==> config.mk <==
export PLATFORM = sky130hd
export DESIGN_NAME = sum_pipe
export DESIGN_NICKNAME = d
export VERILOG_FILES = /design/src/rtl/sum_pipe_pkg.sv /design/src/rtl/cla4_stage.sv /design/src/rtl/sum_pipe.sv
export SDC_FILE = /design/constraint.sdc
export NUM_CORES = 1
export LEC_CHECK = 0
export ABC_CLOCK_PERIOD_IN_PS = 4300
export CORE_ASPECT_RATIO = 0.9
export CORE_MARGIN = 4
export CORE_UTILIZATION = 35
export DETAILED_ROUTE_END_ITERATION = 10
export GPL_TIMING_DRIVEN = 0
export PLACE_DENSITY = 0.6
export SKIP_CTS_REPAIR_TIMING = 1
export SLEW_MARGIN = 40
export SYNTH_ARGS = -nofsm -noshare
export SYNTH_HDL_FRONTEND = slang
export SYNTH_SLANG_ARGS = --single-unit
==> constraint.sdc <==
create_clock -name clk -period 4.3 [get_ports clk]
set_clock_uncertainty 0.05 [all_clocks]
set_input_delay 1.29 -clock clk [delete_from_list [all_inputs] [get_ports clk]]
set_output_delay 1.29 -clock clk [all_outputs]
set_load 0.05 [all_outputs]
==> src/rtl/sum_pipe_pkg.sv <==
// sum_pipe_pkg: constants and the 4-bit carry-lookahead group shared by the pipeline stages.
package sum_pipe_pkg;

    localparam int GROUP = 4;

    localparam logic OP_ADD = 1'b0;
    localparam logic OP_SUB = 1'b1;

    typedef struct packed {
        logic             cout;
        logic [GROUP-1:0] sum;
    } cla4_t;

    // One lookahead group: every carry is a flat sum of products of g/p and cin,
    // so the group depth does not grow bit by bit.
    function automatic cla4_t cla4(input logic [GROUP-1:0] x,
                                   input logic [GROUP-1:0] y,
                                   input logic             cin);
        logic [GROUP-1:0] g;
        logic [GROUP-1:0] p;
        logic [GROUP-1:0] c;
        cla4_t            r;
        g = x & y;
        p = x ^ y;
        c[0] = cin;
        c[1] = g[0] | (p[0] & cin);
        c[2] = g[1] | (p[1] & g[0]) | (p[1] & p[0] & cin);
        c[3] = g[2] | (p[2] & g[1]) | (p[2] & p[1] & g[0]) | (p[2] & p[1] & p[0] & cin);
        r.cout = g[3] | (p[3] & g[2]) | (p[3] & p[2] & g[1]) | (p[3] & p[2] & p[1] & g[0])
               | (p[3] & p[2] & p[1] & p[0] & cin);
        r.sum = p ^ c;
        return r;
    endfunction

endpackage

==> src/rtl/cla4_stage.sv <==
// cla4_stage: one pipeline stage resolving result bits [4K+3:4K] with its own
// stage register, valid bit and stall handling.
module cla4_stage
    import sum_pipe_pkg::*;
#(
    parameter int WIDTH = 16,
    parameter int K     = 0
) (
    input  logic             clk,
    input  logic             reset,
    input  logic             in_valid,
    input  logic [WIDTH-1:0] in_a,
    input  logic [WIDTH-1:0] in_bx,
    input  logic [WIDTH-1:0] in_s,
    input  logic             in_c,
    input  logic             down_ready,
    output logic             valid,
    output logic [WIDTH-1:0] a,
    output logic [WIDTH-1:0] bx,
    output logic [WIDTH-1:0] s,
    output logic             c
);

    localparam int LSB = K * GROUP;

    logic             advance;
    cla4_t            grp;
    logic [WIDTH-1:0] s_next;

    // The stage takes new contents when it is empty or its current contents move on.
    assign advance = !valid || down_ready;

    // Resolve this stage's group and merge it into the partial result from upstream.
    always_comb begin
        // NOTE: every variable written here gets a value on every path, so no latch is inferred.
        s_next = in_s;
        grp    = cla4(in_a[LSB +: GROUP], in_bx[LSB +: GROUP], in_c);
        s_next[LSB +: GROUP] = grp.sum;
    end

    // Stage register: load on advance, hold data and valid unchanged while stalled.
    always_ff @(posedge clk or posedge reset) begin
        if (reset) begin
            valid <= 1'b0;
            a     <= '0;
            bx    <= '0;
            s     <= '0;
            c     <= 1'b0;
        end else if (advance) begin
            // NOTE: non-blocking assignments so every stage samples its neighbour's old value.
            valid <= in_valid;
            if (in_valid) begin
                a  <= in_a;
                bx <= in_bx;
                s  <= s_next;
                c  <= grp.cout;
            end
        end
    end

endmodule

==> src/rtl/sum_pipe.sv <==
// sum_pipe: pipelined carry-lookahead adder/subtractor, one 4-bit group per stage,
// valid/ready handshake with full backpressure.
module sum_pipe
    import sum_pipe_pkg::*;
#(
    parameter int WIDTH = 16
) (
    input  logic             clk,
    input  logic             reset,
    input  logic             in_valid,
    output logic             in_ready,
    input  logic [WIDTH-1:0] a,
    input  logic [WIDTH-1:0] b,
    input  logic             c_in,
    input  logic             op,
    output logic             out_valid,
    input  logic             out_ready,
    output logic [WIDTH-1:0] s,
    output logic             c_out,
    output logic             ovf,
    output logic             zero
);

    localparam int LAT = WIDTH / GROUP;

    // Index k is the input of stage k; index k+1 is its registered output.
    logic [LAT:0]     vld;
    logic [LAT:0]     rdy;
    logic [LAT:0]     c_p;
    logic [WIDTH-1:0] a_p  [LAT+1];
    logic [WIDTH-1:0] bx_p [LAT+1];
    logic [WIDTH-1:0] s_p  [LAT+1];

    // Subtract is a + ~b + 1: invert b up front and force the initial carry.
    assign vld[0]  = in_valid;
    assign a_p[0]  = a;
    assign bx_p[0] = (op == OP_SUB) ? ~b : b;
    assign s_p[0]  = '0;
    assign c_p[0]  = (op == OP_ADD) ? c_in : 1'b1;

    // Ready chain: combinational from out_ready back to in_ready, one OR per stage.
    always_comb begin
        rdy      = '0;
        rdy[LAT] = out_ready;
        for (int k = LAT - 1; k >= 0; k--) begin
            rdy[k] = !vld[k+1] || rdy[k+1];
        end
    end

    assign in_ready = rdy[0];

    for (genvar k = 0; k < LAT; k++) begin : stage_g
        cla4_stage #(
            .WIDTH (WIDTH),
            .K     (k)
        ) u_stage (
            .clk        (clk),
            .reset      (reset),
            .in_valid   (vld[k]),
            .in_a       (a_p[k]),
            .in_bx      (bx_p[k]),
            .in_s       (s_p[k]),
            .in_c       (c_p[k]),
            .down_ready (rdy[k+1]),
            .valid      (vld[k+1]),
            .a          (a_p[k+1]),
            .bx         (bx_p[k+1]),
            .s          (s_p[k+1]),
            .c          (c_p[k+1])
        );
    end

    assign out_valid = vld[LAT];
    assign s         = s_p[LAT];
    assign c_out     = c_p[LAT];

    // Flags only describe a result that is actually presented, so they read 0 when idle.
    assign ovf  = out_valid && (a_p[LAT][WIDTH-1] == bx_p[LAT][WIDTH-1])
                            && (s_p[LAT][WIDTH-1] != a_p[LAT][WIDTH-1]);
    assign zero = out_valid && (s_p[LAT] == '0);

endmodule
Word level (Yosys, flattened, before mapping)
Index checks and enable logic that the tools add are counted.
- register bits after elaboration: 176
- input bits: 38
- output and inout bits: 21
- equality and inequality tests: 2
- multiplexer cells: 2
- bitwise gates (word level): 117
- reduce and logical (&&, ||, !) cells: 16
- operators by type and width (operator ; number):
    1-bit AND ; 64
    1-bit bitwise OR ; 40
    4-bit bitwise XOR ; 8
    4-bit AND ; 4
    16-bit logical NOT ; 1
    16-bit two-way mux ; 1
    16-bit NOT ; 1
    2-bit AND reduction ; 4
    1-bit logical NOT ; 4
    1-bit logical OR ; 4
    1-bit logical AND ; 3
    1-bit equality test ; 1
    1-bit two-way mux ; 1
    1-bit inequality test ; 1

Logic depth before layout (Yosys ltp)
- word-level depth: 8
- mapped depth: 8
- mapped depth without buffers: 6

By module
A second synthesis with hierarchy kept.
- cell total of the unflattened synthesis: 551
- area, all modules: 8650.8 µm²
- modules (own cells, without submodules) (module ; times used ; cells an instance ; area each (µm²)):
    cla4_stage (stage_g[2].u_stage ...) ; 2 ; 126 ; 2170.8
    cla4_stage (stage_g[0].u_stage ...) ; 2 ; 132 ; 2018.2
    sum_pipe ; 1 ; 35 ; 272.8

Worst setup path after synthesis
OpenSTA, ideal clock, no wires.
- kind: reg-to-output
- start point: reg stage_g[3].u_stage.valid
- end point: out zero
- arrival: 2497 ps
- slack: 463 ps
- cell stages (with the launch flop): 4
- path buffers: 0
- cell sequence: dfrtp_1 nor4b_1 nand4_1 nor4_1
- word-level cells in the longest chain between the ends: 1
- RTL lines (what ; RTL line ; source):
    start: declaration ; cla4_stage.sv:17 ; output logic valid,
    start signal: assignment ; cla4_stage.sv:51 ; valid <= in_valid;
    1-bit logical AND ; sum_pipe.sv:80 ; assign zero = out_valid && (s_p[LAT] == '0);
    end: declaration ; sum_pipe.sv:21 ; output logic zero
No other way between the ends.

Final worst setup path
- start point: in out_ready
- end point: out in_ready
- word-level cells in the longest chain between the ends: 4
- RTL lines (what ; RTL line ; source):
    start: declaration ; sum_pipe.sv:17 ; input logic out_ready,
    1-bit logical OR (4 in a row) ; sum_pipe.sv:46 ; rdy[k] = !vld[k+1] || rdy[k+1];
    end: declaration ; sum_pipe.sv:11 ; output logic in_ready,
No other way between the ends.

==> flow_metrics.py <==
metrics = {
    "worst_setup_path": {
        "worstPathCellList": "clkdlybuf4s50_1, nand4b_2, or2_2, dlymetal6s2s_1",
        "worstPathArrival_ps": 2640,
        "cpLargestDelayFamily": "buffers and inverters",
        "r2r_cells": 4,
        "crit_type": "input port to output pin",
        "critPathMaxStageDelay_ps": 430,
        "rr_startpoint": "stage_g[3].u_stage.valid",
        "cp-end-kind": "output pin",
        "cp_slowest_cell": "clkdlybuf4s50_1",
        "cp_data_required_time_ps": 2960,
        "r2r_setup_slack_ps": 2570,
        "start_kind": "input port",
        "crit_buf_inv": 2,
        "crit_fanout": 4,
        "rr_endpoint": "stage_g[0].u_stage.a[7]",
    },
    "hold_path": {
        "hold_class": "register to register",
        "holdPathStages": 2,
        "min-delay-start": "stage_g[0].u_stage.bx[14]",
        "holdPathEnd": "stage_g[0].u_stage.bx[14]",
    },
    "synthesis": {
        "synth_edf_count": 0,
        "yosysMostFrequentCell": "dfrtp_1",
        "synthArstFlopShare_pct": 100,
        "ys_top_cells_by_count": "dfrtp_1 (98), mux2_2 (56), o21ai_0 (34), nand2_1 (32), buf_4 (19)",
        "synth_top_area_share_pct": 54.0,
        "synth-seq-cells": 98,
        "syn-num-nets": 425,
        "yosysTopAreaCell": "dfrtp_1",
        "seq_area_frac_synth_pct": 54.0,
        "yosysWarnings": 0,
        "synthCells": 365,
        "synth-main-ff-cell": "dfrtp_1",
        "synthTopCellsByArea": "dfrtp_1 (54%), mux2_2 (14%), ha_1 (5.0%)",
        "ys_types": 31,
        "synth_area_mm2": 0.00454,
        "avgSynthCellArea_um2": 12.5,
    },
    "sta": {
        "post-route-period-util_pct": 92.5,
        "tns_ps": 0,
        "post-route-min-period_ps": 3980,
        "tightest_slew_ps": 506,
        "rsz0062_at_grt": "false",
        "finalSetupViolations": 0,
        "max_freq_mhz": 251,
        "maxSlewHeadroom_pct": 66.2,
        "hold_viol": 0,
        "drv_slew": 0,
    },
    "finish": {
        "areaGrowthSynthToFinish_pct": 24.9,
        "fin_cells": 603,
        "drive_gt1_share_pct": 24.6,
        "final_core_util_pct": 44.7,
        "fillers": 1186,
        "fin_nets": 494,
        "diodes": 0,
    },
    "grt": {
        "met3_usage_pct": 2.51,
        "grt_pass1_vias": 2822,
        "grt_pass1_wl_um": 13700,
        "grtUsageMet1_pct": 16.5,
        "antenna_found_initial": 0,
        "grt_max_degree": 57,
        "met2_usage_pct": 17.1,
        "grt.busiest_layer": "met2",
        "grt_overflow_total": 0,
        "grt_usage_pct": 11.5,
    },
    "placement": {
        "gp_congestion": 0.825,
        "io_buffers": 57,
        "dp_hpwl_um": 6140,
        "place_inst": 587,
    },
    "power": {
        "powerDensity_mw_per_mm2": 650,
        "power.leakage_nw": 2.50,
        "vdd_drop_max_v": 0.000233,
        "power_mw": 3.69,
    },
    "floorplan": {
        "ios": 59,
        "die_area_mm2": 0.0149,
        "core-area_mm2": 0.0127,
        "start_util_pct": 35.8,
        "die_w_um": 128,
        "rows": 39,
        "dieHeight_um": 116,
    },
    "detailed_routing": {
        "dr.pass1.iters": 4,
        "ant_nets": 0,
        "wl_um": 7920,
        "drt_iter0_markers": 142,
        "vias": 2718,
        "wl_per_cell_um": 13.1,
        "drcViolationCount": 0,
        "vias_per_cell": 4.51,
    },
    "clocking": {
        "root_buffer": "clkbuf_16",
        "htreeDepth": 3,
        "clk_pin_slew_worst_paths_ps": 60,
        "ctsLongestPathBuffers": 2,
        "clock_latency_ps": 330,
        "cts_made_buffers": 9,
        "cts_tree": "built",
        "cts_sinks": 98,
    },
    "outcome": {
        "run_status": "complete, no violations",
    },
    "run": {
        "drv_cap": 0,
    },
}
## logic make-up after synthesis
| group | Yosys count | share of synthesized area [%] |
|---|---|---|
| AO/OA/AOI/OAI | 60 | 7.79 |
| XOR/XNOR | 28 | 5.40 |
| adder cells (fa/ha/maj) | 22 | 6.72 |
| buffers and inverters | 46 | 5.78 |
| flip-flops | 98 | 54.0 |
| multiplexers | 62 | 15.4 |
| AND/OR/NAND/NOR | 49 | 4.98 |
## worst max-delay path by stage
stage / from / to / depth (start not counted)
2_1_floorplan: reset / stage_g[0].u_stage.a[10] / 1
3_3_place_gp: reset / stage_g[0].u_stage.bx[13] / 2
3_5_place_dp: out_ready / in_ready / 4
4_1_cts: out_ready / in_ready / 4
5_1_grt: out_ready / in_ready / 4
6_report: out_ready / in_ready / 4
## power breakdown
| part | switching [mW] | internal, mW |
|---|---|---|
| logic | 0.713 | 0.674 |
| clock network | 0.334 | 0.508 |
| registers | 0.218 | 1.24 |
## layout make-up
| class | instances | area, µm² | area share (%) |
|---|---|---|---|
| plain buffers | 31 | 206 | 3.64 |
| clock buffers | 9 | 225 | 3.97 |
| clock inverters | 7 | 93.8 | 1.65 |
| inverters | 15 | 63.8 | 1.12 |
| multi-input cells | 221 | 1830 | 32.2 |
| flip-flops and latches | 98 | 2450 | 43.2 |
| well taps | 164 | 205 | 3.61 |
| repair buffers | 58 | 601 | 10.6 |
## routing by layer
layer | share of wire [%] | wire length [µm] | up-vias
met5 | 0 | 0 | -
met4 | 1.5 | 121 | 0
met3 | 4.2 | 330 | 8
met2 | 42 | 3330 | 56
met1 | 52 | 4130 | 1280
li1 | - | - | 1374
## cells in the final DEF (no fill, tap or decap), types with 2 or more instances in the layout
| cell type | Yosys | final |
|---|---|---|
| a211oi_1 | 7 | 7 |
| a21o_1 | 4 | 4 |
| a21oi_1 | 9 | 9 |
| buf_2 | 9 | 9 |
| buf_4 | 19 | 19 |
| bufinv_16 | 0 | 2 |
| clkbuf_1 | 2 | 2 |
| clkbuf_16 | 0 | 9 |
| clkdlybuf4s50_1 | 0 | 56 |
| clkinv_2 | 0 | 2 |
| clkinvlp_4 | 0 | 2 |
| dfrtp_1 | 98 | 98 |
| fa_1 | 4 | 4 |
| ha_1 | 18 | 18 |
| inv_1 | 15 | 14 |
| mux2_1 | 6 | 6 |
| mux2_2 | 56 | 56 |
| nand2_1 | 32 | 32 |
| nand2b_1 | 2 | 2 |
| nor2_1 | 4 | 4 |
| nor4_1 | 3 | 3 |
| o21ai_0 | 34 | 34 |
| o21bai_1 | 3 | 3 |
| or2_2 | 2 | 2 |
| xnor2_1 | 16 | 16 |
| xor2_1 | 12 | 12 |
## state kept, by name, summed over array words and instances (netlist names)
signal / count
stage_g.u_stage.bx: 25
stage_g.u_stage.s: 40
stage_g.u_stage.a: 25
stage_g.u_stage.c: 4
stage_g.u_stage.valid: 4
## stage by stage
step	instance area, µm²	setup WS, ps	hold slack [ps]
2_1_floorplan	4540	398	396
3_3_place_gp	5320	-985	417
3_5_place_dp	5360	-85.9	426
4_1_cts	5670	-88.5	441
5_1_grt	5680	282	465
6_report	5680	323	428
## worst register-to-register path, cell delays in order (launching register included)
cell and delay (ps):
dfrtp_1 430, nand4b_2 190, o21ai_4 330, buf_4 270, mux2_1 340
Power figures use the tool's default switching activity.
==> edit, RTL diff (config.mk and constraints unchanged) <==
`WIDTH` is set to 16 in 2 places; all go to 8.
--- a/src/rtl/cla4_stage.sv
+++ b/src/rtl/cla4_stage.sv
@@ -3,7 +3,7 @@
 module cla4_stage
     import sum_pipe_pkg::*;
 #(
-    parameter int WIDTH = 16,
+    parameter int WIDTH = 8,
     parameter int K     = 0
 ) (
     input  logic             clk,
--- a/src/rtl/sum_pipe.sv
+++ b/src/rtl/sum_pipe.sv
@@ -3,7 +3,7 @@
 module sum_pipe
     import sum_pipe_pkg::*;
 #(
-    parameter int WIDTH = 16
+    parameter int WIDTH = 8
 ) (
     input  logic             clk,
     input  logic             reset,
Interface: changed (resized a, b and s); port bits go from 59 to 35. No check against the original RTL was run, so the function may have changed too.
==> edit against the unedited design <==
Total power shrank 74%. First-iteration DRC count shrank 87%. Wire length shrank 67%. Sequential cell count shrank 72. Cell count shrank 63%. Area after synthesis shrank 67%. Sequential power shrank 75%. Worst hold slack gained 3.4 ps. Final area shrank 66%. Fmax shrank 2.0%. Setup slack lost 79 ps. Non-clock buffer count shrank 44. Via count shrank 62%.
==> edit: results (changes against the unedited design) <==
status=completed; CP max stage delay=810 ps (+380 ps); CTS Root Cell=clkbuf_8; Setup Slack @ Placement=240.8 ps (+326.7 ps); diodes inserted=0 (unchanged); H-tree depth=1 (-2); CP arrival=2720 ps (+80 ps); share of cells above drive strength 1=0.1954 (-0.05061); number of synthesized flops with an enable pin=0 (unchanged); Syn Nets=172 (-60%); Area contributors post-synth=dfrtp_1, ha_1, mux2_2; Worst VDD drop=0.0001648 V (-29%); WL/cell=11.71 um (-11%); TritonRoute pass-1 iters=3 (-1); Final #Nets=210 (-57%); Port-buffer cells=33 (-42%); DRT iter0 DRCs=18 (-87%); Crit-path slowest cell=clkdlybuf4s50_1; DRC viols=0 (unchanged); Pint=0.0005828 W (-76%); CTS clk-pin slew, worst paths=80 ps (+20 ps); vias in the first global route=1040 (-63%); most frequent cells after synthesis=dfrtp_1, nand2_1, o21ai_0; Post-synth ARST share=1.000 (unchanged); All-Layer GR Usage=0.1028 (-0.01224); Yosys cell types=29 (-6.5%); Seq/Total Area, Yosys=0.4388 (-0.1008); worst skew pair latency=270 ps (-60 ps); initial antenna violation count=0 (unchanged); Worst Path Max Fanout=3 (-1); routability cong.=0.7359 (-11%); global-route wire length before repair=4567 um (-67%); YS warnings=0 (unchanged); top cell family by delay on the critical path=buffers and inverters; Max Buffers Root-to-Sink=2 (unchanged); top flop regs=stage_g.u_stage.s: 12 flops, stage_g.u_stage.a: 5 flops, stage_g.u_stage.bx: 5 flops; largest net degree at the start of global routing=27 (-53%); Final HPWL DP=2190 um (-64%); count leader, synth=dfrtp_1; Leak=0.8494 nW (-66%); CTS Buf Count=3 (-6); Slew headroom=0.6422 (-0.01997); vias per cell=4.658 (+3.3%)
edit: path summary, 6_finish.rpt:
kind                       slack [ps]  cells past startpoint                                  end                                start
setup / recovery                  240                      3                             in_ready                            out_ready
hold / removal                    430                      2  stage_g[0].u_stage.s[1]$_DFFE_PP0P_  stage_g[0].u_stage.s[1]$_DFFE_PP0P_
setup reg to reg                 2640                      5     stage_g[1].u_stage.c$_DFFE_PP0P_  stage_g[0].u_stage.a[4]$_DFFE_PP0P_
hold reg to reg                   430                      2  stage_g[0].u_stage.s[1]$_DFFE_PP0P_  stage_g[0].u_stage.s[1]$_DFFE_PP0P_
max in group asynchronous        2490                      2  stage_g[0].u_stage.s[1]$_DFFE_PP0P_                                reset
min in group asynchronous        1350                      2  stage_g[1].u_stage.s[6]$_DFFE_PP0P_                                reset
edit: per-stage QoR:
stage / instances / cell area (sq um) / hold slack, ps
3_5_place_dp: 219 / 1873 / 424.4
6_report: 222 / 1914 / 431.5
5_1_grt: 222 / 1914 / 461.9
4_1_cts: 222 / 1914 / 443.8
2_1_floorplan: 138 / 1483 / 396.0
3_3_place_gp: 219 / 1873 / 417.1
edit: metal layers:
layer	wire [um]	part of all wire	track usage	vias up
met5	0	0	0	-
met4	38	0.015	0.04024	0
met3	140	0.054	0.02468	4
met2	1176	0.45	0.1698	31
met1	1245	0.48	0.1293	469
li1	-	-	-	530
edit: power by group through the flow:
| stage | Clock (W) | Sequential [W] | Combinational [W] |
|---|---|---|---|
| after floorplan | 0 | 0.000363 | 0.000339 |
| after global placement | 0 | 0.000362 | 0.000471 |
| after detailed placement | 0 | 0.000366 | 0.000475 |
| after CTS | 0.000140 | 0.000361 | 0.000477 |
| after global routing | 0.000151 | 0.000369 | 0.000508 |
| final | 0.000134 | 0.000359 | 0.000469 |
edit: worst reg2reg max path, cell delays in order, from the launching register on:
cell	delay (ps)
dfrtp_1	400
ha_1	320
a211oi_1	300
o21bai_1	160
a211oi_1	250
nor2_1	70
edit: cell type report:
type | count | area (sq um)
Fill cell | 382 | 2160
Multi-Input combinational cell | 93 | 714.4
Sequential cell | 26 | 650.6
Timing Repair Buffer | 33 | 330.3
Buffer | 12 | 91.34
Tap cell | 48 | 60.06
Clock buffer | 3 | 41.29
Inverter | 7 | 26.28
edit: logic make-up after synthesis:
| family | after synthesis | synth area share |
|---|---|---|
| compound gates | 27 | 0.1106 |
| xor+xnor | 13 | 0.07679 |
| fa+ha+maj | 12 | 0.1114 |
| buf+inv | 19 | 0.07932 |
| flops | 26 | 0.4388 |
| mux | 10 | 0.07595 |
| simple gates | 31 | 0.1072 |
